### config.mk
export PLATFORM = sky130hd
export DESIGN_NAME = card_dealer
export DESIGN_NICKNAME = d
export VERILOG_FILES = /design/src/rtl/card_dealer.sv
export SDC_FILE = /design/constraint.sdc
export NUM_CORES = 1
export LEC_CHECK = 0
export BUFFER_PORTS_ARGS = -buffer_cell sky130_fd_sc_hd__buf_2
export CAP_MARGIN = 5
export CORE_MARGIN = 1
export CORE_UTILIZATION = 57
export CTS_BUF_LIST = sky130_fd_sc_hd__clkbuf_8
export CTS_CLUSTER_DIAMETER = 30
export CTS_CLUSTER_SIZE = 10
export DETAILED_ROUTE_END_ITERATION = 10
export GPL_TIMING_DRIVEN = 0
export HOLD_SLACK_MARGIN = 0.1
export PLACE_DENSITY = 0.84
export SETUP_SLACK_MARGIN = 0.2
export SLEW_MARGIN = 30
export SYNTH_ARGS = -nofsm -noshare
export SYNTH_HDL_FRONTEND = slang
export SYNTH_SLANG_ARGS = --single-unit
### constraint.sdc
create_clock -name clk_200Hz -period 2.63 [get_ports clk_200Hz]
set_input_delay 0.526 -clock clk_200Hz [delete_from_list [all_inputs] [get_ports clk_200Hz]]
set_output_delay 0.526 -clock clk_200Hz [all_outputs]
set_load 0.02 [all_outputs]
### src/rtl/card_dealer.sv
// Single-deck card source: deals without replacement using a free-running
// Galois LFSR for the start slot and a linear probe over the dealt-card mask.
module card_dealer #(
  parameter logic [15:0] LFSR_SEED     = 16'hACE1,
  parameter int unsigned LOW_THRESHOLD = 10
) (
  input  logic       clk_200Hz,
  input  logic       rst_n,
  input  logic       deal_req,
  input  logic       shuffle_req,
  output logic       card_valid,
  output logic [3:0] card_index,
  output logic [3:0] card_value,
  output logic [5:0] cards_left,
  output logic       busy,
  output logic       deck_low
);

  localparam int unsigned NUM_CARDS = 52;
  localparam logic [5:0]  DECK_SIZE = 6'(NUM_CARDS);
  localparam logic [5:0]  LAST_SLOT = 6'(NUM_CARDS - 1);
  localparam logic [15:0] LFSR_TAPS = 16'hB400;
  localparam logic [15:0] SEED_EFF  = (LFSR_SEED == 16'h0000) ? 16'h0001 : LFSR_SEED;

  typedef enum logic {
    IDLE  = 1'b0,
    PROBE = 1'b1
  } state_e;

  state_e                 state_q;
  logic [NUM_CARDS-1:0]   mask_q;
  logic [5:0]             cards_left_q;
  logic [5:0]             cand_q;
  logic [15:0]            lfsr_q;
  logic [15:0]            lfsr_d;
  logic [5:0]             start_d;
  logic                   card_valid_q;
  logic [3:0]             card_index_q;
  logic [3:0]             card_value_q;
  logic                   busy_q;

  // Blackjack value of a rank: ace counts 11, faces count 10.
  function automatic logic [3:0] rank_value(input logic [3:0] rank);
    if (rank == 4'd0) begin
      return 4'd11;
    end else if (rank >= 4'd9) begin
      return 4'd10;
    end else begin
      return 4'(rank + 4'd1);
    end
  endfunction

  always_comb begin
    lfsr_d  = {1'b0, lfsr_q[15:1]} ^ (lfsr_q[0] ? LFSR_TAPS : 16'h0000);
    start_d = (lfsr_q[5:0] < DECK_SIZE) ? lfsr_q[5:0] : 6'(lfsr_q[5:0] - DECK_SIZE);
  end

  always_ff @(posedge clk_200Hz) begin
    if (!rst_n) begin
      state_q      <= IDLE;
      mask_q       <= '0;
      cards_left_q <= DECK_SIZE;
      cand_q       <= 6'd0;
      lfsr_q       <= SEED_EFF;
      card_valid_q <= 1'b0;
      card_index_q <= 4'd0;
      card_value_q <= 4'd0;
      busy_q       <= 1'b0;
    end else begin
      lfsr_q       <= lfsr_d;
      card_valid_q <= 1'b0;
      case (state_q)
        IDLE: begin
          if (deal_req) begin
            cand_q  <= start_d;
            busy_q  <= 1'b1;
            state_q <= PROBE;
            // An empty deck (or a simultaneous shuffle) is refilled before probing.
            if ((cards_left_q == 6'd0) || shuffle_req) begin
              mask_q       <= '0;
              cards_left_q <= DECK_SIZE;
            end
          end else if (shuffle_req) begin
            mask_q       <= '0;
            cards_left_q <= DECK_SIZE;
          end
        end
        PROBE: begin
          if (!mask_q[cand_q]) begin
            mask_q[cand_q] <= 1'b1;
            card_index_q   <= cand_q[5:2];
            card_value_q   <= rank_value(cand_q[5:2]);
            cards_left_q   <= 6'(cards_left_q - 6'd1);
            card_valid_q   <= 1'b1;
            busy_q         <= 1'b0;
            state_q        <= IDLE;
          end else begin
            cand_q <= (cand_q == LAST_SLOT) ? 6'd0 : 6'(cand_q + 6'd1);
          end
        end
        default: state_q <= IDLE;
      endcase
    end
  end

  assign card_valid = card_valid_q;
  assign card_index = card_index_q;
  assign card_value = card_value_q;
  assign cards_left = cards_left_q;
  assign busy       = busy_q;
  assign deck_low   = (32'(cards_left_q) < LOW_THRESHOLD);

endmodule
### Word level (Yosys, flattened, before mapping)

Cells that the tools add are included.

* flip-flop bits (word level): 91
* bits of input ports: 4
* output and inout port bits: 17
* logic and storage cells: 66

* add/sub/neg operators: 4
* magnitude comparators: 5
* equality and inequality tests: 6
* muxes and demuxes: 29
* bitwise gates (word level): 4
* reductions and logical operators: 9

Operators by type and width (number)
* $mux W52: 4
* $pmux W52 S2: 1
* $or A52 B52 Y52: 1
* $mux W6: 8
* $pmux W6 S2: 2
* $mux W16: 1
* $xor A15 B16 Y16: 1
* $mux W4: 2
* $reduce_and A2 Y1: 4
* $lt A6 B7 Y1 const B: 1
* $mux W1: 7
* $add A6 B1 Y6 const B: 1
* $bmux W1 S6: 1
* $demux W1 S6: 1
* $eq A6 B6 Y1 const B: 1
* $ge A6 B1 Y1 const B: 1
* $logic_not A6 Y1: 1
* $lt A6 B4 Y1 const B: 1
* $lt A6 B6 Y1 const B: 1
* $ne A3 B3 Y1 const B: 2
* $sub A6 B1 Y6 const B: 1
* $sub A6 B6 Y6 const B: 1
* $add A4 B1 Y4 const B: 1
* $ge A4 B4 Y1 const B: 1
* 8 further kinds: 11

### Longest topological paths before layout

* depth in word-level cells: 7
* depth in mapped cells: 11
* gate-level depth less buffers: 8

### Worst setup path before layout

Ideal clock, no wire load.

* kind: register to register
* start: reg cand_q[0]
* end: reg cards_left_q[1] (netlist: cards_left[1])
* arrival: 2460 ps
* required time: 2571 ps
* slack: 111 ps
* cell stages (with the launch flop): 11
* clock period less this slack: 2519 ps
* cells stage by stage: dfxtp_1 -> buf_2 -> buf_6 -> mux4_2 -> mux2_2 -> a22oi_1 -> o21ai_1 -> nor3_4 -> buf_2 -> mux2i_1 -> and2_1

* cells in the longest elaborated chain, start to end: 4

RTL lines
* from (decl): line 33 `logic [5:0] cand_q;`
* from (signal assigned): line 75 `cand_q <= start_d;`
* from (signal assigned): line 98 `cand_q <= (cand_q == LAST_SLOT) ? 6'd0 : 6'(cand_q + 6'd1);`
* $bmux W1 S6: line 89 `if (!mask_q[cand_q]) begin`
* $mux W1 (implied by the code): line 89
* $ne A2 B2 Y1 (no line)
* $reduce_and A3 Y1 (no line)
* to (signal assigned): line 93 `cards_left_q <= 6'(cards_left_q - 6'd1);`
* to (decl): line 32 `logic [5:0] cards_left_q;`

Every way passes these cells. The select of a mux whose other input is x is not followed.
A chain may end at the register's enable or synchronous reset.

### Final worst setup path

* start: reg cand_q[5]
* end: reg mask_q[38]

* cells in the longest elaborated chain, start to end: 7

RTL lines
* $lt A6 B7 Y1 (implied by the code) / $ge A6 B1 Y1 (equally long branches): line 90 `mask_q[cand_q] <= 1'b1;`
* $logic_and A1 B1 Y1 (implied by the code): line 90
* $mux W1 (implied by the code): line 90
* $demux W1 S6: line 90
* $or A52 B52 Y52 (no line)
* $mux W52: line 89
* $pmux W52 S2: line 72 `case (state_q)`
* to (signal assigned): line 80 `mask_q <= '0;`
* to (signal assigned): line 84 `mask_q <= '0;`
* to (signal, indexed assignment): line 90
* to (decl): line 31 `logic [NUM_CARDS-1:0] mask_q;`

Parallel ways exist; a longest one is shown, timed or not. The select of a mux whose other input is x is not followed.

==> impl_metrics.toml <==
[hold_path]
hp-class = "flip-flop to flip-flop"
whs_endpoint = "lfsr_q[7]$_SDFF_PN1_"
holdPathStages = 1
min_from = "lfsr_q[8]$_SDFF_PN0_"

[sta]
setup_viol = 61
rsz0062_at_grt = "true"
maxSlewViolCount = 0
setup-tns-final_ns = -3.538
hold_viol = 0
finalCritPeriodShare_pct = 105.6
fin_crit_ns = 2.776
worst_slew_pin_slew_ns = 1.014
relSlewSlack_pct = 31.85
fin_worst_skew_ns = 0.01123
layout_setup_ws_ns = -0.1461
timing.hold.ws_ns = 0.4217
clock.fmax_mhz = 360.2

[power]
p_per_area_nw_per_um2 = 645.7
peakVddDrop_v = 0.0004734
p_leak_uw = 0.001830

[clocking]
max-clock-path-buffers = 2
cts.sinks = 91
cts_tree = "done"
clock_latency_ns = 0.37
path_clk_slew_ns = 0.09
cts_root_buf = "clkbuf_8"
h-tree-depth = 3
cts_made_buffers = 9

[layout]
final_common_cell = "dfxtp_1"
syn_to_final_growth_pct = 23.35
drive_gt1_share_pct = 23.72
antennaDiodeCount = 0
mostFrequentLayoutCells = "dfxtp_1, nor2_1, a31oi_1, buf_2, buf_6"
fill_cells = 396
instances_no_fill = 545
design_area_um2 = 4831
layout.nets = 475

[critical_path]
arrival_ns = 3.02
crit_path_max_incr_delay_ns = 0.48
crit_path_end_kind = "flip-flop"
crit_required_ns = 2.87
rrSetupSlack_ns = -0.15
worstSetupPathType = "flip-flop to flip-flop"
critPathTopFamily = "simple AND/OR/NAND/NOR gates"
start_kind = "flip-flop"
cp_max_fo = 10
regToRegStartpoint = "cand_q[5]$_SDFFE_PN0P_"
rr_worst_depth = 11
rr_endpoint = "mask_q[38]$_SDFFE_PN0P_"
crit_path_top_delay_cell = "dfxtp_1"
crit_chain = "nor2b_1 > and2_1 > clkbuf_1 > nand3_1 > nand3_2 > nor3_4 > buf_6 > buf_12 > buf_8 > a31oi_1 > nor2_1"
path_buf_inv = 4

[place]
dp_hpwl_um = 6367
place_area_um2 = 4163
dp.cells = 507
place.gp.congestion = 0.8810
port_buffers = 19
preCtsSetupSlack_ns = -0.2409

[logic_synthesis]
synth-async-reset-ratio_pct = 0
ys_seq_area_share_pct = 46.52
syn_nets = 423
synthDistinctLibCells = 49
synth_edf_count = 0
synthCells = 411
postSynthAreaPerCell_um2 = 9.529
ys_warn_count = 0
yosys_most_used_dff = "dfxtp_1"
synth_area_um2 = 3916
ys_ff_latch = 91

[floorplan]
coreArea_um2 = 6495
io_pins = 21
rows = 29
die_area_um2 = 7206
dieWidth_um = 84.89
start_util_pct = 60.30
die_h_um = 84.89

[run_status]
violations = "setup timing"
status = "finished, violations left"

[drt]
drtIter0Drc = 559
route.detailed.wl_per_inst_um = 21.88
post_drt_via_cell_ratio = 6.728
wirelength_um = 11930
final_antenna_net_count = 0
firstDrtPassIters = 6
vias = 3667
drc_errors = 0

[job]
max_cap_violations = 0

[global_routing]
grt-ovfl-total = 0
grt_pass1_wl_um = 17190
grt_max_degree = 16
track_usage_pct = 31.12
antenna_found_initial = 0
grt_pass1_vias = 3403
[state kept, by name, indices dropped and copies added, names as in the netlist]
signal / flops
cand_q: 6
busy: 1
card_index: 4
state_q: 1
card_value: 4
mask_q: 52
cards_left: 6
card_valid: 1
lfsr_q: 16
[layer usage]
layer	track usage, %	vias up	routed length [um]
met3	6.809	81	1201
met4	18.80	0	644
met1	39.18	1724	4457
met2	49.37	277	5624
li1	-	1585	-
met5	0	-	0
[repair_timing]
item | 4_1_cts | 5_1_grt
endpoints found under the setup margin | 75 | 75
cloned | 8 | 1
setup buffers | 7 | 6
pin swaps | 15 | 18
hold buffers | 0 | 0
gates resized for setup | 35 | 27
[stage by stage]
stage	utilization, %	total power, uW
3_3_place_gp	63.78	1919
2_1_floorplan	-	1812
4_1_cts	71.32	3029
6_report	74.38	3119
3_5_place_dp	64.09	1935
5_1_grt	74.38	3209
[report_power, final]
part	switching, uW	internal, uW	total, uW
logic	372	253	625
clock network	506	533	1040
registers	32.0	1420	1450
[worst register-to-register path: stages (launching register included)]
cell and delay (ns):
dfxtp_1 0.48, nor2b_1 0.35, and2_1 0.19, clkbuf_1 0.42
nand3_1 0.21, nand3_2 0.23, nor3_4 0.06, buf_6 0.15
buf_12 0.15, buf_8 0.13, a31oi_1 0.22, nor2_1 0.07
[worst max path at each step]
stage	from	endpoint	slack (ns)	cells after the start
floorplan	cand_q[0]$_SDFFE_PN0P_	mask_q[0]$_SDFFE_PN0P_	0.20	11
global placement	cand_q[1]$_SDFFE_PN0P_	mask_q[0]$_SDFFE_PN0P_	-0.22	11
detailed placement	cand_q[1]$_SDFFE_PN0P_	mask_q[16]$_SDFFE_PN0P_	-0.24	11
CTS	cand_q[0]$_SDFFE_PN0P_	mask_q[6]$_SDFFE_PN0P_	0.06	12
global route	cand_q[5]$_SDFFE_PN0P_	mask_q[45]$_SDFFE_PN0P_	-0.25	11
finish	cand_q[5]$_SDFFE_PN0P_	mask_q[38]$_SDFFE_PN0P_	-0.15	11
[area by class of cell]
cell class	instances	area, um2	share of cell area (%)
sequential	91	1823	37.74
inverter	10	41.29	0.8547
tap	77	96.34	1.994
multi-input combinational	280	2083	43.12
timing repair buffer	40	327.8	6.786
clock inverter	7	93.84	1.943
buffer	31	241.5	4.999
clock buffer	9	123.9	2.564
[synthesized netlist by cell type (3+ instances only)]
cell type	n	area [um2]
mux2i_1	8	80.08
mux4_2	10	225.2
ha_1	8	100.1
clkbuf_1	15	56.30
nand2b_1	10	62.56
nor3_1	6	30.03
nor2b_1	9	56.30
and2_1	12	75.07
o21ai_0	4	20.02
dfxtp_1	91	1822
mux2_1	3	33.78
a21oi_1	5	25.02
nand2_1	16	60.06
o21ai_1	4	20.02
xnor2_1	8	70.07
o22ai_1	4	25.02
xor2_1	3	26.28
o211a_1	4	40.04
buf_2	6	30.03
o221a_1	5	56.30
inv_1	9	33.78
a31oi_1	54	337.8
nor2_1	70	262.8
buf_1	3	11.26
buf_6	5	56.30
nor3b_1	4	30.03
nand3_1	6	30.03
[logic make-up (layout without fill, tap and decap cells)]
| logic type | count (synthesis) | count (layout) | share of synthesized area (%) |
|---|---|---|---|
| and+or+nand+nor | 141 | 142 | 17.19 |
| DFF | 91 | 91 | 46.52 |
| xor gates and xnor gates | 11 | 11 | 2.460 |
| AOI/OAI and AO/OA | 96 | 96 | 16.77 |
| muxes | 23 | 23 | 9.233 |
| buffers and inverters | 41 | 97 | 5.271 |
| adders and majority gates | 8 | 8 | 2.556 |
Power figures use the tool's default switching activity.
